===== src/rtl/rng_share_arbiter.sv =====
// rng_share_arbiter: round-robin arbiter sharing one Fibonacci LFSR among N_REQ requesters
module rng_share_arbiter #(
  parameter int N_REQ = 4,
  parameter int W = 8,
  parameter logic [W-1:0] TAPS = 8'hB8,
  parameter logic [W-1:0] SEED = 8'h01
) (
  input  logic                     clk,
  input  logic                     reset,
  input  logic                     cfg_load,
  input  logic [W-1:0]             cfg_seed,
  input  logic [N_REQ-1:0]         req,
  output logic [N_REQ-1:0]         gnt,
  output logic                     gnt_valid,
  output logic [$clog2(N_REQ)-1:0] gnt_id,
  output logic [W-1:0]             gnt_data,
  output logic [W-1:0]             lfsr_q
);
  localparam int IW = $clog2(N_REQ);
  logic [W-1:0]  lfsr;
  logic [IW-1:0] rr_ptr, win, nxt_ptr;
  logic          found;
  int            j;
  // descending scan so the requester closest to rr_ptr is written last and wins
  always_comb begin
    found = 1'b0;
    win = '0;
    j = 0;
    for (int i = N_REQ - 1; i >= 0; i--) begin
      j = int'(rr_ptr) + i;
      if (j >= N_REQ) j = j - N_REQ;
      if (req[IW'(j)]) begin
        found = 1'b1;
        win = IW'(j);
      end
    end
    nxt_ptr = (win == IW'(N_REQ - 1)) ? '0 : win + 1'b1;
  end
  always_ff @(posedge clk or posedge reset) begin
    if (reset) begin
      lfsr <= SEED;
      rr_ptr <= '0;
      gnt <= '0;
      gnt_id <= '0;
      gnt_data <= '0;
    end else begin
      gnt <= '0;
      if (cfg_load) lfsr <= (cfg_seed == '0) ? SEED : cfg_seed;
      else if (lfsr == '0) lfsr <= SEED;
      else if (found) begin
        gnt <= {{(N_REQ-1){1'b0}}, 1'b1} << win;
        gnt_id <= win;
        gnt_data <= lfsr;
        lfsr <= {lfsr[W-2:0], ^(lfsr & TAPS)};
        rr_ptr <= nxt_ptr;
      end
    end
  end
  assign gnt_valid = |gnt;
  assign lfsr_q = lfsr;
endmodule


===== config.mk =====
export PLATFORM = sky130hd
export DESIGN_NAME = rng_share_arbiter
export DESIGN_NICKNAME = d
export VERILOG_FILES = /design/src/rtl/rng_share_arbiter.sv
export SDC_FILE = /design/constraint.sdc
export NUM_CORES = 1
export LEC_CHECK = 0
export CORE_ASPECT_RATIO = 0.9
export CORE_MARGIN = 4
export CORE_UTILIZATION = 41
export DETAILED_ROUTE_END_ITERATION = 6
export PLACE_DENSITY = 0.78
export SYNTH_ARGS = -nofsm -noshare
export SYNTH_HDL_FRONTEND = slang
export SYNTH_SLANG_ARGS = --single-unit

===== constraint.sdc =====
create_clock -name clk -period 2.1 [get_ports clk]
set_clock_uncertainty 0.15 [all_clocks]
set_input_delay 0.21 -clock clk [delete_from_list [all_inputs] [get_ports clk]]
set_output_delay 0.21 -clock clk [all_outputs]
set_load 0.03 [all_outputs]

==> After elaboration in Yosys (flattened, before gate mapping) <==
Cells that the tools add are included.
{ "word_totals": {"ff_bits": 24, "latch_bits": 0, "ramBits": 0, "romBits": 0, "input_bits": 15, "output_inout_bits": 23, "elab_cells": 63, "n_memories": 0} }
{ "op_classes": {"addsub": 8, "multipliers": 0, "n_div": 0, "magnitude_cmp": 8, "eq_ne": 1, "shifts": 1, "n_mux": 32, "bitwise_logic": 2, "n_reduce_logical": 6} }
{ "op_table": {"columns": ["cell", "count"], "rows": [
  ["8-bit two-way mux", 4],
  ["2-bit two-way mux", 9],
  ["8-bit logical NOT", 2],
  ["2-bit by 4-bit < comparator with 1-bit output (second input constant)", 4],
  ["1-bit two-way mux", 12],
  ["4-bit two-way mux", 3],
  ["3-bit greater-or-equal comparator (second input constant)", 3],
  ["1-bit binary-select mux with 2-bit select", 4],
  ["8-bit parity", 1],
  ["2-bit by 1-bit subtractor with 2-bit output (second input constant)", 4],
  ["2-bit by 2-bit adder with 3-bit output (second input constant)", 2],
  ["4-bit OR reduction", 1],
  ["1-bit by 2-bit << shifter with 4-bit output (first input constant)", 1],
  ["2-bit by 1-bit adder with 3-bit output (second input constant)", 1],
  ["2-bit by 3-bit greater-or-equal comparator with 1-bit output (second input constant)", 1],
  ["3-bit AND reduction", 1],
  ["3-bit nonzero test", 1],
  ["2-bit by 1-bit adder with 2-bit output (second input constant)", 1],
  ["2-bit equality test (second input constant)", 1],
  ["1-bit NOT", 2]
]} }

==> Longest topological paths before layout <==
Gate-level depths: netlist (run 1).
{ "depth": {"word_depth": 14, "ltp_mapped": 7, "mapped_depth_nobuf": 7} }

==> Worst setup path before layout (run 1) <==
No wires, ideal clock.
{ "synth_timing": {"path_type": "flip-flop to flip-flop", "from": "reg lfsr[4] (netlist: lfsr_q[4])", "to": "reg gnt_data[0]", "setup_time_ns": 0.125, "arrival_time_ns": 1.925, "t_required_ns": 1.825, "setup_slack_ns": -0.099, "stages_incl_launch_ff": 7, "path_buffers": 1, "period_less_slack_ns": 2.199, "cell_sequence": "dfrtp_1 inv_1 ha_1 nor4b_4 a211oi_4 buf_2 mux2_2"} }
{ "synth_between": {"elab_chain_len": 3} }
{ "synth_lines": {"columns": ["element", "line_no", "text"], "rows": [
  ["from (decl)", "20", "logic [W-1:0] lfsr;"],
  ["from (signal assigned)", "48", "if (cfg_load) lfsr <= (cfg_seed == '0) ? SEED : cfg_seed;"],
  ["from (signal assigned)", "54", "lfsr <= {lfsr[W-2:0], ^(lfsr & TAPS)};"],
  ["8-bit logical NOT", "49", "else if (lfsr == '0) lfsr <= SEED;"],
  ["1-bit NOT (no line)", null, null],
  ["3-bit AND reduction (no line)", null, null],
  ["to (signal assigned)", "53", "gnt_data <= lfsr;"],
  ["to (decl)", "16", "output logic [W-1:0] gnt_data,"]
]} }
No other way between the ends.
A chain may end at the register's enable or synchronous reset.

==> Worst setup path after layout (run 1) <==
{ "layout_timing": {"from": "reg lfsr[0] (netlist: lfsr_q[0])", "to": "out lfsr_q[0]"} }
{ "layout_lines": {"columns": ["element", "line_no", "text"], "rows": [
  ["to (decl)", "17", "output logic [W-1:0] lfsr_q"]
]} }
No word-level cell between the ends.

==> metrics.yaml, run 1 <==
final_layout:
  layout-drive-gt1-share_pct: 19.1
  seqCellArea_um2: 604
  final_nets: 173
  diodes: 0
  area_growth_pct: 42.7
  final_common_cell: "clkdlybuf4s50_1"
  layoutNonFillerInstCount: 192
  multi_input_area_um2: 559
  layout_common_cells: "clkdlybuf4s50_1, dfrtp_1, inv_1"
  fillers: 268
critical_path:
  crit_type: "reg -> out"
  rr_worst_depth: 7
  r2r-start: "lfsr_q[5]$_DFFE_PP0P_"
  timing.critical_path.slowest_cell_delay_ns: 0.69
  cpMaxStageDelayCell: "clkdlybuf4s50_1"
  path_buf_inv: 1
  end_kind: "output port"
  cp_max_fo: 5
  cpLargestDelayFamily: "buffers and inverters"
  required_ns: 1.74
  rr_endpoint: "lfsr_q[5]$_DFFE_PP0P_"
  path_cells: "clkdlybuf4s50_1"
  r2r_setup_slack_ns: 0.18
  arrival_ns: 1.58
  crit_path_start_kind: "flip-flop"
clock_network:
  clockBufferDepth: 2
  numCtsBuffers: 3
  cts_tree: "done"
  cts_sinks: 24
  clk_latency_ns: 0.31
  post_cts_buffers: 0
  htreeDepth: 1
  clkTransAtPathRegs_ns: 0.12
  root_buffer: "clkbuf_4"
yosys:
  syn-cell-area_um2: 1220
  ys_warn_count: 0
  synth_fp_nets: 125
  avgSynthCellArea_um2: 11.6
  synth_cell_type_count: 30
  synth_seq_area_share_pct: 49.4
  synthCells: 105
  synth-seq-cells: 24
die:
  die_h_um: 59.7
  die_w_um: 65.5
  core-area_um2: 2790
  placement_rows: 18
  top_level_ports: 38
  start_util_pct: 43.6
  die_area_um2: 3910
place:
  dp_cells: 188
  hpwlAfterDp_um: 2130
  numPortBuffers: 37
  finalWeightedCongestion: 0.773
timing:
  setup_tns_ns: 0
  hold_viol_final: 0
  max-slew-margin-rel_pct: 62.8
  worstMarginPinSlew_ns: 0.553
  setup_violations: 0
  period_needed_ns: 1.94
  rsz0062_at_grt: "no"
  max_freq_mhz: 515
  drv_slew: 0
  holdWs_ns: 0.0769
  post-route-period-util_pct: 92.5
detailed_routing:
  wire_per_inst_um: 14.3
  vias: 965
  viasPerCell: 5.03
  drt_wl_total_um: 2740
  drt-initial-drc-count: 17
  antenna_left: 0
  drc_errors: 0
  first_pass_iters: 4
job:
  maxCapViolCount: 0
power_and_ir_drop:
  irDropWorstVdd_mv: 0.397
  p_per_area_nw_per_um2: 918
  total_power_w: 0.00160
  p_leak_nw: 0.748
global_routing:
  grtUsageTotal_pct: 16.1
  grt_max_degree: 25
  antenna_found_initial: 0
  overflow: 0
  grt_pass1_wl_um: 4710
  grt_pass1_vias: 996
hold_path:
  hold_path.class: "in -> async"
outcome:
  status: "finished clean"
## sequential cells by signal, indices dropped and copies added, names as in the netlist
signal,cells
gnt_data,8
lfsr_q,8
gnt,4
gnt_id,2
rr_ptr,2
## cells by family after synthesis
kind of cell	count (synthesis)	synth area share (%)
buffers and inverters	13	4.72
AOI/OAI and AO/OA	23	14.0
muxes	15	13.2
and+or+nand+nor	23	12.1
xor gates and xnor gates	2	1.44
adders and majority gates	5	5.13
DFF	24	49.4
## synthesized netlist by cell type (all sizes together)
cell / instances / area share, %
dfrtp: 23 / 47
inv: 10 / 3.1
mux2: 9 / 8.3
a21oi: 7 / 2.9
nand2: 7 / 2.2
o21ai: 7 / 2.9
mux2i: 6 / 4.9
ha: 5 / 5.1
and2: 4 / 2.1
a211oi: 3 / 3.9
nand2b: 3 / 1.5
a221oi: 2 / 1.4
buf: 2 / 1.3
nor2: 2 / 0.62
nor3: 2 / 1.2
nor4: 2 / 1.0
or4: 2 / 1.5
a22o: 1 / 0.72
a2bb2o: 1 / 0.82
a32o: 1 / 0.82
clkbuf: 1 / 0.31
dfstp: 1 / 2.2
nor4b: 1 / 2.0
o22ai: 1 / 0.51
xnor2: 1 / 0.72
xor2: 1 / 0.72
## how the worst max path moves through the flow
stage	startpoint	to	slack [ns]	cells past startpoint
6_report	lfsr_q[0]$_DFFE_PP1P_	lfsr_q[0]	0.16	1
5_1_grt	lfsr_q[5]$_DFFE_PP0P_	lfsr_q[6]$_DFFE_PP0P_	0.04	7
4_1_cts	lfsr_q[0]$_DFFE_PP1P_	lfsr_q[0]	0.13	1
3_5_place_dp	req[3]	gnt[2]$_DFF_PP0_	-0.03	8
3_3_place_gp	req[3]	gnt[0]$_DFF_PP0_	0.02	8
2_1_floorplan	lfsr_q[4]$_DFFE_PP0P_	gnt_data[0]$_DFFE_PP0P_	0.005	6
## routing by layer
metal / vias up / global-route usage (%) / routed length, um / part of all wire [%]
met1: 469 / 20.0 / 1220 / 45
met3: 4 / 3.76 / 149 / 5.4
met5: - / 0 / 0 / 0
met2: 27 / 26.4 / 1310 / 48
li1: 465 / - / - / -
met4: 0 / 7.99 / 52 / 1.9
## repair_timing
action                     4_1_cts  5_1_grt
setup endpoints to repair        1        0
resized for setup                1        0
hold buffers                     0        0
## power by group
group,total (W),switching (W),internal [W]
sequential,0.000653,0.0000816,0.000571
combinational,0.000740,0.000401,0.000339
clock,0.000204,0.000129,0.0000741
total,0.00160,0.000612,0.000984
## through the flow
step | utilization [%] | worst slack (ns) | cell area [um^2]
final | 62.3 | 0.158 | 1740
after global routing | 62.3 | 0.0445 | 1740
after CTS | 62.3 | 0.133 | 1740
after detailed placement | 61.4 | -0.0275 | 1710
after global placement | 61.4 | 0.0202 | 1710
after floorplan | - | 0.00492 | 1220
## layout make-up
type | count | area share [%]
inverter | 10 | 2.16
sequential | 24 | 34.7
timing repair buffer | 46 | 26.5
multi-input combinational | 68 | 32.2
clock buffer | 4 | 1.51
tap | 40 | 2.88
(Power assumes the default switching activity.)
==> inputs of run 2 (changes only) <==
--- a/config.mk
+++ b/config.mk
@@ -11,3 +11,3 @@
 export DETAILED_ROUTE_END_ITERATION = 6
-export PLACE_DENSITY = 0.78
+export PLACE_DENSITY = 0.85
 export SYNTH_ARGS = -nofsm -noshare
==> constraint.sdc (replaced) <==
create_clock -name clk -period 2.1 [get_ports clk]
set_clock_uncertainty 0.15 [all_clocks]
set_input_delay 0.42 -clock clk [delete_from_list [all_inputs] [get_ports clk]]
set_output_delay 0.42 -clock clk [all_outputs]
set_load 0.03 [all_outputs]
==> run 2 against run 1 <==
Against the previous run:
- cell count grew 1.6%
- hold slack gained 0.17 ns
- first-iteration DRC count grew to 2.6 times the previous value
- via count grew 1.9%
- cell area grew 1.7%
- fmax shrank 4.5%
- sequential share of layout area shrank 0.59 points
- routed wire length grew 8.3%
- register-to-register slack is essentially flat
==> metrics.yaml, run 2 (same netlist as run 1, synthesis figures left out) <==
job:
  maxCapViolCount: 0
critical_path:
  required_ns: 1.53
  end_kind: "output port"
  cp-startpoint: "lfsr_q[3]$_DFFE_PP0P_"
  cp_max_fo: 3
  crit_path_start_kind: "flip-flop"
  crit_type: "reg -> out"
  timing.critical_path.slowest_cell_delay_ns: 0.70
  cpMaxStageDelayCell: "clkdlybuf4s50_1"
  rr_worst_depth: 7
  path_cells: "clkdlybuf4s50_1"
  path_buf_inv: 1
  cpLargestDelayFamily: "buffers and inverters"
  arrival_ns: 1.46
  r2r_setup_slack_ns: 0.17
  r2r-start: "lfsr_q[5]$_DFFE_PP0P_"
  rr_endpoint: "lfsr_q[6]$_DFFE_PP0P_"
final_layout:
  layout-drive-gt1-share_pct: 21.9
  final_nets: 176
  layoutNonFillerInstCount: 195
  diodes: 0
  area_growth_pct: 45.2
  final_common_cell: "clkdlybuf4s50_1"
  layout_common_cells: "clkdlybuf4s50_1, dfrtp_1, inv_1, buf_4, mux2_2"
die:
  top_level_ports: 38
  die_area_um2: 3910
  die_h_um: 59.7
  placement_rows: 18
  start_util_pct: 43.6
  core-area_um2: 2790
  die_w_um: 65.5
timing:
  rsz0062_at_grt: "no"
  post-route-period-util_pct: 96.9
  period_needed_ns: 2.03
  max_freq_mhz: 491
  setup_tns_ns: 0
  max-slew-margin-rel_pct: 65.7
  worstMarginPinSlew_ns: 0.509
  hold_viol_final: 0
  setup_violations: 0
  drv_slew: 0
clock_network:
  numCtsBuffers: 3
  clk_latency_ns: 0.31
  clockBufferDepth: 2
  htreeDepth: 1
  root_buffer: "clkbuf_4"
  post_cts_buffers: 0
  cts_sinks: 24
  clkTransAtPathRegs_ns: 0.13
  cts_tree: "done"
outcome:
  status: "finished clean"
hold_path:
  hold_path.class: "in -> async"
global_routing:
  grt_pass1_vias: 1116
  grt_max_degree: 17
  antenna_found_initial: 0
  grt_pass1_wl_um: 5220
  overflow: 0
  grtUsageTotal_pct: 17.8
power_and_ir_drop:
  p_leak_nw: 0.785
  p_per_area_nw_per_um2: 926
  irDropWorstVdd_mv: 0.511
place:
  dp_cells: 191
  finalWeightedCongestion: 0.776
  hpwlAfterDp_um: 2410
  numPortBuffers: 37
detailed_routing:
  drt-initial-drc-count: 44
  wire_per_inst_um: 15.2
  antenna_left: 0
  vias: 983
  drc_errors: 0
  first_pass_iters: 4
  viasPerCell: 5.04
  drt_wl_total_um: 2960
[run 2: layout make-up]
cell class	count	area, um^2
Fill cell	258	1020
Sequential cell	24	604
Multi-Input combinational cell	68	569
Timing Repair Buffer	49	482
Tap cell	40	50.0
Inverter	10	37.5
Clock buffer	4	26.3
[run 2: worst max-delay path by stage]
stage,end,slack (ns),cells past startpoint
floorplan,gnt_data[0]$_DFFE_PP0P_,0.005,6
global placement,lfsr_q[5]$_DFFE_PP0P_,-0.18,6
detailed placement,rr_ptr[0]$_DFFE_PP0P_,-0.23,9
CTS,gnt_valid,0.01,2
global route,lfsr_q[5]$_DFFE_PP0P_,0.007,7
finish,lfsr_q[3],0.07,1
[run 2: power breakdown]
part / internal (W) / switching, W / total [W]
Clock: 0.0000743 / 0.000134 / 0.000208
Sequential: 0.000571 / 0.0000880 / 0.000659
Combinational: 0.000362 / 0.000409 / 0.000771
[run 2: per-stage QoR]
step                area (um^2)  hold WS (ns)  util (%)  setup slack (ns)  power (W)
detailed placement         1740         0.349      62.2            -0.230    0.00144
CTS                        1760         0.252      63.0            0.0118    0.00165
finish                     1770         0.246      63.4            0.0652    0.00164
global placement           1740         0.338      62.2            -0.177    0.00141
floorplan                  1220         0.284         -           0.00492    0.00109
global route               1770         0.268      63.4           0.00684    0.00175
[run 2: per-layer routing]
| metal | up-vias | part of all wire [%] | GRT usage (%) |
|---|---|---|---|
| li1 | 467 | - | - |
| met1 | 485 | 39 | 19.2 |
| met2 | 27 | 55 | 33.9 |
| met3 | 4 | 5.5 | 5.83 |
| met4 | 0 | 1.1 | 3.85 |
| met5 | - | 0 | 0 |
[run 2: timing repair]
item                                    CTS  global route
pin swaps                                 0             1
hold buffers                              0             0
gates resized for setup                   6             7
endpoints found under the setup margin    4             5
